`src/rtl/rv32_exec_unit_pkg.sv`:
```
// Shared encodings for the execute stage: ALU operations, operand-B sources and branch types.
package rv32_exec_unit_pkg;

   localparam logic [3:0] ALU_ADD  = 4'b0000;
   localparam logic [3:0] ALU_SUB  = 4'b1000;
   localparam logic [3:0] ALU_SLL  = 4'b0001;
   localparam logic [3:0] ALU_SLT  = 4'b0010;
   localparam logic [3:0] ALU_SLTU = 4'b1010;
   localparam logic [3:0] ALU_LUI  = 4'b0011;
   localparam logic [3:0] ALU_XOR  = 4'b0100;
   localparam logic [3:0] ALU_SRL  = 4'b0101;
   localparam logic [3:0] ALU_SRA  = 4'b1101;
   localparam logic [3:0] ALU_OR   = 4'b0110;
   localparam logic [3:0] ALU_AND  = 4'b0111;

   localparam logic [1:0] BSRC_BUSB = 2'b00;
   localparam logic [1:0] BSRC_IMM  = 2'b01;
   localparam logic [1:0] BSRC_FOUR = 2'b10;
   localparam logic [1:0] BSRC_ZERO = 2'b11;

   localparam logic [2:0] BR_NONE = 3'b000;
   localparam logic [2:0] BR_JAL  = 3'b001;
   localparam logic [2:0] BR_JALR = 3'b010;
   localparam logic [2:0] BR_RSVD = 3'b011;
   localparam logic [2:0] BR_BEQ  = 3'b100;
   localparam logic [2:0] BR_BNE  = 3'b101;
   localparam logic [2:0] BR_BLT  = 3'b110;
   localparam logic [2:0] BR_BGE  = 3'b111;

endpackage

```
`src/rtl/rv32_alu_core.sv`:
```
// Combinational RV32I ALU: result plus compare/equality flags derived from the same operands.
module rv32_alu_core
   import rv32_exec_unit_pkg::*;
(
   input  logic [31:0] i_a,
   input  logic [31:0] i_b,
   input  logic [3:0]  i_aluctr,
   output logic [31:0] o_result,
   output logic        o_less,
   output logic        o_zero
);

   logic [4:0] w_shamt;
   logic       w_less_s;
   logic       w_less_u;

   assign w_shamt  = i_b[4:0];
   assign w_less_s = $signed(i_a) < $signed(i_b);
   assign w_less_u = i_a < i_b;

   // The flag follows the unsigned compare only for SLTU; every other code reports the signed view.
   assign o_less = (i_aluctr == ALU_SLTU) ? w_less_u : w_less_s;
   assign o_zero = (i_a == i_b);

   always_comb begin
      o_result = 32'd0;
      case (i_aluctr)
         ALU_ADD:  o_result = i_a + i_b;
         ALU_SUB:  o_result = i_a - i_b;
         ALU_SLL:  o_result = i_a << w_shamt;
         ALU_SLT:  o_result = {31'd0, w_less_s};
         ALU_SLTU: o_result = {31'd0, w_less_u};
         ALU_LUI:  o_result = i_b;
         ALU_XOR:  o_result = i_a ^ i_b;
         ALU_SRL:  o_result = i_a >> w_shamt;
         ALU_SRA:  o_result = $unsigned($signed(i_a) >>> w_shamt);
         ALU_OR:   o_result = i_a | i_b;
         ALU_AND:  o_result = i_a & i_b;
         default:  o_result = 32'd0;
      endcase
   end

endmodule

```
`src/rtl/rv32_exec_unit.sv`:
```
// Execute stage: operand muxes, ALU, branch resolution into next-PC selects, and the stage output register.
module rv32_exec_unit
   import rv32_exec_unit_pkg::*;
(
   input  logic        clock,
   input  logic        reset,
   input  logic [31:0] busA,
   input  logic [31:0] busB,
   input  logic [31:0] PC,
   input  logic [31:0] imm,
   input  logic        ALUAsrc,
   input  logic [1:0]  ALUBsrc,
   input  logic [3:0]  ALUctr,
   input  logic [2:0]  Branch,
   output logic [31:0] ALUout,
   output logic        less,
   output logic        zero,
   output logic        PCAsrc,
   output logic        PCBsrc
);

   logic [31:0] w_a;
   logic [31:0] w_b;
   logic [31:0] w_result;
   logic        w_less;
   logic        w_zero;
   logic        w_pcasrc;
   logic        w_pcbsrc;

   logic [31:0] r_aluout;
   logic        r_less;
   logic        r_zero;
   logic        r_pcasrc;
   logic        r_pcbsrc;

   assign w_a = ALUAsrc ? PC : busA;

   always_comb begin
      w_b = busB;
      case (ALUBsrc)
         BSRC_BUSB: w_b = busB;
         BSRC_IMM:  w_b = imm;
         BSRC_FOUR: w_b = 32'd4;
         BSRC_ZERO: w_b = 32'd0;
         default:   w_b = busB;
      endcase
   end

   rv32_alu_core u_alu (
      .i_a      (w_a),
      .i_b      (w_b),
      .i_aluctr (ALUctr),
      .o_result (w_result),
      .o_less   (w_less),
      .o_zero   (w_zero)
   );

   // Branch decisions use this cycle's combinational flags, not the registered copies.
   always_comb begin
      w_pcasrc = 1'b0;
      w_pcbsrc = 1'b0;
      case (Branch)
         BR_NONE: begin w_pcasrc = 1'b0;    w_pcbsrc = 1'b0; end
         BR_JAL:  begin w_pcasrc = 1'b1;    w_pcbsrc = 1'b0; end
         BR_JALR: begin w_pcasrc = 1'b1;    w_pcbsrc = 1'b1; end
         BR_RSVD: begin w_pcasrc = 1'b0;    w_pcbsrc = 1'b0; end
         BR_BEQ:  begin w_pcasrc = w_zero;  w_pcbsrc = 1'b0; end
         BR_BNE:  begin w_pcasrc = ~w_zero; w_pcbsrc = 1'b0; end
         BR_BLT:  begin w_pcasrc = w_less;  w_pcbsrc = 1'b0; end
         BR_BGE:  begin w_pcasrc = ~w_less; w_pcbsrc = 1'b0; end
         default: begin w_pcasrc = 1'b0;    w_pcbsrc = 1'b0; end
      endcase
   end

   always_ff @(posedge clock or posedge reset) begin
      if (reset) begin
         r_aluout <= 32'd0;
         r_less   <= 1'b0;
         r_zero   <= 1'b0;
         r_pcasrc <= 1'b0;
         r_pcbsrc <= 1'b0;
      end else begin
         r_aluout <= w_result;
         r_less   <= w_less;
         r_zero   <= w_zero;
         r_pcasrc <= w_pcasrc;
         r_pcbsrc <= w_pcbsrc;
      end
   end

   assign ALUout = r_aluout;
   assign less   = r_less;
   assign zero   = r_zero;
   assign PCAsrc = r_pcasrc;
   assign PCBsrc = r_pcbsrc;

endmodule

```
`config.mk`:
```
export PLATFORM = sky130hd
export DESIGN_NAME = rv32_exec_unit
export DESIGN_NICKNAME = d
export VERILOG_FILES = /design/src/rtl/rv32_exec_unit_pkg.sv /design/src/rtl/rv32_alu_core.sv /design/src/rtl/rv32_exec_unit.sv
export SDC_FILE = /design/constraint.sdc
export NUM_CORES = 1
export LEC_CHECK = 0
export BUFFER_PORTS_ARGS = -buffer_cell sky130_fd_sc_hd__buf_4
export CORE_UTILIZATION = 30
export CTS_CLUSTER_DIAMETER = 60
export CTS_CLUSTER_SIZE = 24
export DETAILED_ROUTE_END_ITERATION = 7
export PLACE_DENSITY_LB_ADDON = 0.2
export SLEW_MARGIN = 20
export SYNTH_ARGS = -nofsm -noshare
export SYNTH_HDL_FRONTEND = slang
export SYNTH_SLANG_ARGS = --single-unit
```
`constraint.sdc`:
```
create_clock -name clock -period 2.3 [get_ports clock]
set_clock_uncertainty 0.15 [all_clocks]
set_input_delay 0.46 -clock clock [delete_from_list [all_inputs] [get_ports clock]]
set_output_delay 0.46 -clock clock [all_outputs]
set_load 0.05 [all_outputs]
```
; ---- After elaboration in Yosys (flattened, before gate mapping)
; Index checks and enable logic that the tools add are counted.
[totals]
regBits = 36
in_bits = 140
output_inout_bits = 36
elab_cells = 50
[op_classes]
add_sub_neg = 2
magnitude_cmp = 2
eq_ne = 21
shifts = 3
n_mux = 6
n_bitwise = 5
n_reduce_logical = 6
[ops]
columns = cell, count
row1 = $pmux 32 s11, 1
row2 = $pmux 32 s4, 1
row3 = $lt 32x32->1, 2
row4 = $add 32x32->32, 1
row5 = $and 32x32->32, 1
row6 = $eq 32x32->1, 1
row7 = $mux 32, 1
row8 = $or 32x32->32, 1
row9 = $shl 32x5->32, 1
row10 = $shr 32x5->32, 1
row11 = $sshr 32x5->32, 1
row12 = $sub 32x32->32, 1
row13 = $xor 32x32->32, 1
row14 = $eq 4x3->1 const B, 4
row15 = $eq 3x3->1 const B, 4
row16 = $eq 4x4->1 const B, 3
row17 = $eq 4x2->1 const B, 2
row18 = $reduce_or 7->1, 1
row19 = $eq 3x2->1 const B, 2
row20 = $pmux 1 s6, 1
row21 = $eq 2x2->1 const B, 2
row22 = $eq 4x1->1 const B, 1
row23 = $logic_not 4->1, 1
row24 = $reduce_or 2->1, 2
row25 = 7 further kinds, 8

; ---- Longest topological paths before layout
[depth]
word_depth = 6
depth_mapped = 20
mapped_depth_nobuf = 15

; ---- Modules after synthesis
; A second synthesis with hierarchy kept.
[unflattened]
hier_cells = 1516
area_unflattened_um2 = 10874.2
[by_module_without_submodules]
columns = module, instances, cells_per_inst, area_per_inst_um2, seq_area_each_um2
row1 = rv32_alu_core, 1, 1365, 8879.8, 0.0
row2 = rv32_exec_unit, 1, 151, 1994.4, 900.9

; ---- Least setup slack after synthesis
; OpenSTA, ideal clock, no wires.
[synth_path]
path_type = input to register
from = in ALUBsrc[0]
to = reg r_pcasrc (netlist: PCAsrc)
setup_time_ps = 79
arrival_ps = 4281
required_ps = 2071
setup_slack_ps = -2211
path_stages = 18
path_buffers = 3
path_cell_list = buf_4 > mux2i_4 > nor2_8 > buf_2 > buf_1 > ha_1 > inv_1 > fa_1 > nor2b_2 > o31ai_4 > a211oi_2 > a211o_1 > a2111o_1 > a31oi_4 > o21ai_2 > a21o_1 > a41oi_2 > xor2_1
[synth_via]
elab_chain_len = 6
elab_cells_between_ends = 12
classes_between = order compare: 2 / eq/ne: 4 / mux: 3 / bitwise: 2 / reduce/logical: 1
[synth_lines]
columns = element, line_no
row1 = from (decl), rv32_exec_unit.sv:12  ; input logic [1:0] ALUBsrc,
row2 = $eq 2x2->1 (tied with other cells), rv32_exec_unit.sv:40  ; case (ALUBsrc)
row3 = $pmux 32 s4 (*), rv32_exec_unit.sv:40
row4 = "$lt 32x32->1, on equally long branches", "rv32_alu_core.sv:18, rv32_alu_core.sv:19"
row5 = $mux 1, rv32_alu_core.sv:22  ; assign o_less = (i_aluctr == ALU_SLTU) ? w_less_u : w_less_s;
row6 = $not 1->1, rv32_exec_unit.sv:70  ; BR_BGE: begin w_pcasrc = ~w_less; w_pcbsrc = 1'b0; end
row7 = $pmux 1 s6 (*), rv32_exec_unit.sv:62  ; case (Branch)
row8 = via w_pcasrc, rv32_exec_unit.sv:27  ; logic w_pcasrc;
row9 = to (signal assigned), rv32_exec_unit.sv:86  ; r_pcasrc <= w_pcasrc;
row10 = to (decl), rv32_exec_unit.sv:33  ; logic r_pcasrc;
; The timed path passes the listed nets; every way through them passes the cells marked *.

; ---- Worst setup path in the final report
[layout_path]
from = in ALUBsrc[0]
to = reg r_aluout[24] (netlist: ALUout[24])
[layout_via]
elab_chain_len = 4
elab_cells_between_ends = 14
classes_between = add/sub: 2 / eq/ne: 3 / shift: 3 / mux: 2 / bitwise: 3 / reduce/logical: 1
[layout_lines]
columns = element, line_no
row1 = $eq 2x2->1 (tied with other cells), rv32_exec_unit.sv:40
row2 = $pmux 32 s4 (*), rv32_exec_unit.sv:40
row3 = $sub 32x32->32 (tied with other cells), rv32_alu_core.sv:29  ; ALU_SUB: o_result = i_a - i_b;
row4 = $pmux 32 s11 (*), rv32_alu_core.sv:27  ; case (i_aluctr)
row5 = via u_alu.o_result[24], rv32_alu_core.sv:8  ; output logic [31:0] o_result,
row6 = to (signal assigned), rv32_exec_unit.sv:83  ; r_aluout <= w_result;
row7 = to (decl), rv32_exec_unit.sv:30  ; logic [31:0] r_aluout;
; Marks and branches as above.

==> metrics.yaml <==
status: "complete, but fails checks"
violations: "negative setup slack"
fin_crit_sh_pct: 158
rsz0062_at_grt: "true"
ant_nets: 0
grt_pass1_vias: 14800
place.gp.congestion: 1.03
synthXorXnorAreaFrac_pct: 2.77
path_cells: "buf_16, buf_6, mux2i_2, or2_4, ha_4, or3b_4, o211ai_4, a221oi_2, o21bai_2, o31a_4, nand3_4, a221o_1, buf_4, o211ai_1, o31a_1, o221ai_2"
ys_types: 99
die_width_um: 191
drt_iter0_markers: 1311
area_delta_synth_final_pct: 78.1
cp-end-kind: "flip-flop"
muxShareOfSynthArea_pct: 13.3
wl_um: 67800
crit_arrival_ns: 3.63
clockBufferDepth: 2
power_density_mw_per_mm2: 422
cts_root_buffer: "clkbuf_16"
synth_compound_area_share_pct: 34.9
cts_tree: "yes"
globalRouteTotalUtil_pct: 35.9
vias: 15300
slowest_delay_ns: 0.44
drv_cap: 0
synth_seq_cells: 36
yosysMostFrequentCell: "nor2_1"
synth_fa_ha_area_share_pct: 12.3
fin_worst_hold_slack_ns: 0.138
die_area_mm2: 0.0365
ys_top_cells_by_area: "ha_1 12%, mux2i_1 8.9%, dfrtp_1 8.4%, a21oi_1 6.9%, nor2_1 6.2%"
crit_slowest_cell: "or3b_4"
cp-start-kind: "input pin"
avgSynthCellArea_um2: 6.87
path_delay_family: "compound AO/OA/AOI/OAI gates"
drive_above_1_share_pct: 49.7
synth_top_family_by_area: "compound AO/OA/AOI/OAI gates"
yosys-top-cells-count: "177 x nor2_1, 147 x a21oi_1, 131 x nand2_1, 123 x o21ai_0, 104 x inv_1"
clk_pin_slew_ns: 0.06
worst-path-buf-inv: 3
seqCellArea_um2: 901
grt_max_degree: 67
hold_buffers: 0
yosysWarnings: 0
drc: 0
rows: 68
hold_violations: 0
final_util_pct: 54.8
setup_violations: 35
cp_max_fo: 7
syn-num-nets: 1807
portBuffers: 175
wire_per_inst_um: 25.1
tightest_slew_ns: 0.772
antenna_found_initial: 3
ios: 176
grt_pass1_wl_um: 96600
synth_edf_count: 0
hold_class: "input pin to async pin"
synth_simple_gate_area_share_pct: 19.2
final_max_slew_viol_count: 0
nFillCells: 3407
netlist_area_mm2: 0.0107
p_leak_nw: 8.88
synthArstFlopShare_pct: 100
clock_sink_count: 36
synth_top_area_share_pct: 11.9
start_util_pct: 30.8
coreArea_mm2: 0.0349
synth_cells: 1563
worst_slack_ns: -1.33
cts_max_level: 2
fmax_mhz: 276
crit_type: "input pin to flip-flop"
overflow: 0
synth_top_cell_by_area: "ha_1"
period_needed_ns: 3.63
maxSlewHeadroom_pct: 48.5
vias_per_cell: 5.67
firstDrtPassIters: 5
ys_seq_area_share_pct: 8.39
ys.flop_type: "dfrtp_1"
vdd_ir_drop_max_mv: 0.507
cts_buffers: 5
nNetsFinal: 2489
die_h_um: 191
multiInputGateArea_mm2: 0.0106
place_hpwl_um: 55100
required_ns: 2.30
-- placed cells by master, fill, tap and decap left out, drive strengths merged, types with 6 or more instances in the layout --
cell type / netlist / layout
buf: 63 / 796
nor2: 181 / 181
a21oi: 147 / 147
o21ai: 146 / 146
nand2: 131 / 131
inv: 106 / 106
ha: 102 / 102
mux2i: 96 / 96
nor3: 42 / 42
dfrtp: 36 / 36
o211ai: 33 / 33
xnor2: 30 / 30
a22oi: 28 / 28
a211oi: 27 / 27
mux2: 26 / 26
o22ai: 25 / 25
nand3: 23 / 23
a31oi: 22 / 22
o221ai: 20 / 20
a21o: 15 / 15
or3: 15 / 15
a221oi: 14 / 14
nand2b: 12 / 12
o21bai: 10 / 10
nor2b: 10 / 10
or2: 10 / 10
a211o: 8 / 8
a221o: 7 / 7
mux4: 7 / 7
nor4: 7 / 7
clkbuf: 60 / 7
a21boi: 6 / 6
o311ai: 6 / 6
-- flip-flops by register name, summed over array words and instances (netlist names) --
name,count
less,1
zero,1
PCAsrc,1
ALUout,32
PCBsrc,1
-- area by class of cell --
type,instances,share of cell area [%]
diodes,1,0.0131
clock buffers,7,0.799
inverters,108,2.22
multi-input cells,1296,55.5
flip-flops and latches,36,4.71
well taps,455,2.98
repair buffers,798,33.8
-- worst min-delay path: cells and delay by family --
family | cells | cell delay (ns)
buf+inv | 3 | 0.55
-- power by group --
group | leakage, nW | internal (W) | switching [W]
combinational | 8.34 | 0.00298 | 0.00360
sequential | 0.468 | 0.000723 | 0.0000479
clock | 0.0760 | 0.000454 | 0.000250
-- per-layer routing --
metal / GRT usage, % / routed length (um) / vias up
met3: 3.18 / 4060 / 157
met1: 45.3 / 28000 / 7338
met2: 60.4 / 31300 / 714
met4: 19.1 / 4490 / 0
li1: - / - / 7104
met5: 0 / 0 / -
-- timing repair --
item	4_1_cts	5_1_grt
pin swaps	91	131
gates resized for setup	212	162
endpoints found under the setup margin	35	35
buffers inserted	46	27
cloned	5	0
-- logic make-up after synthesis --
group | Yosys count
AOI/OAI and AO/OA | 572
buffers and inverters | 231
adders and majority gates | 104
DFF | 36
xor gates and xnor gates | 34
muxes | 129
and+or+nand+nor | 457
-- how the worst max path moves through the flow --
| stage | from | to | slack (ns) | cells past startpoint |
|---|---|---|---|---|
| after detailed placement | ALUBsrc[0] | ALUout[29] | -1.89 | 16 |
| after global routing | ALUBsrc[0] | ALUout[24] | -1.41 | 16 |
| after global placement | ALUBsrc[0] | ALUout[29] | -1.84 | 16 |
| final | ALUBsrc[0] | ALUout[24] | -1.33 | 16 |
| after CTS | ALUAsrc | PCAsrc | -1.28 | 16 |
| after floorplan | ALUBsrc[1] | ALUout[13] | -1.76 | 19 |
-- metrics by stage --
stage               power [W]  setup TNS, ns  std cells  instance area, um^2  setup WS, ns
floorplan             0.00358         -44.96       1563                11300         -1.76
global placement      0.00628         -53.16       2626                16600         -1.84
CTS                   0.00757         -35.83       2679                18200         -1.28
global route          0.00841         -38.86       2700                19100         -1.41
finish                0.00806         -36.63       2701                19100         -1.33
detailed placement    0.00628         -54.13       2626                16600         -1.89
No activity file was read; power rests on OpenSTA's default activity.
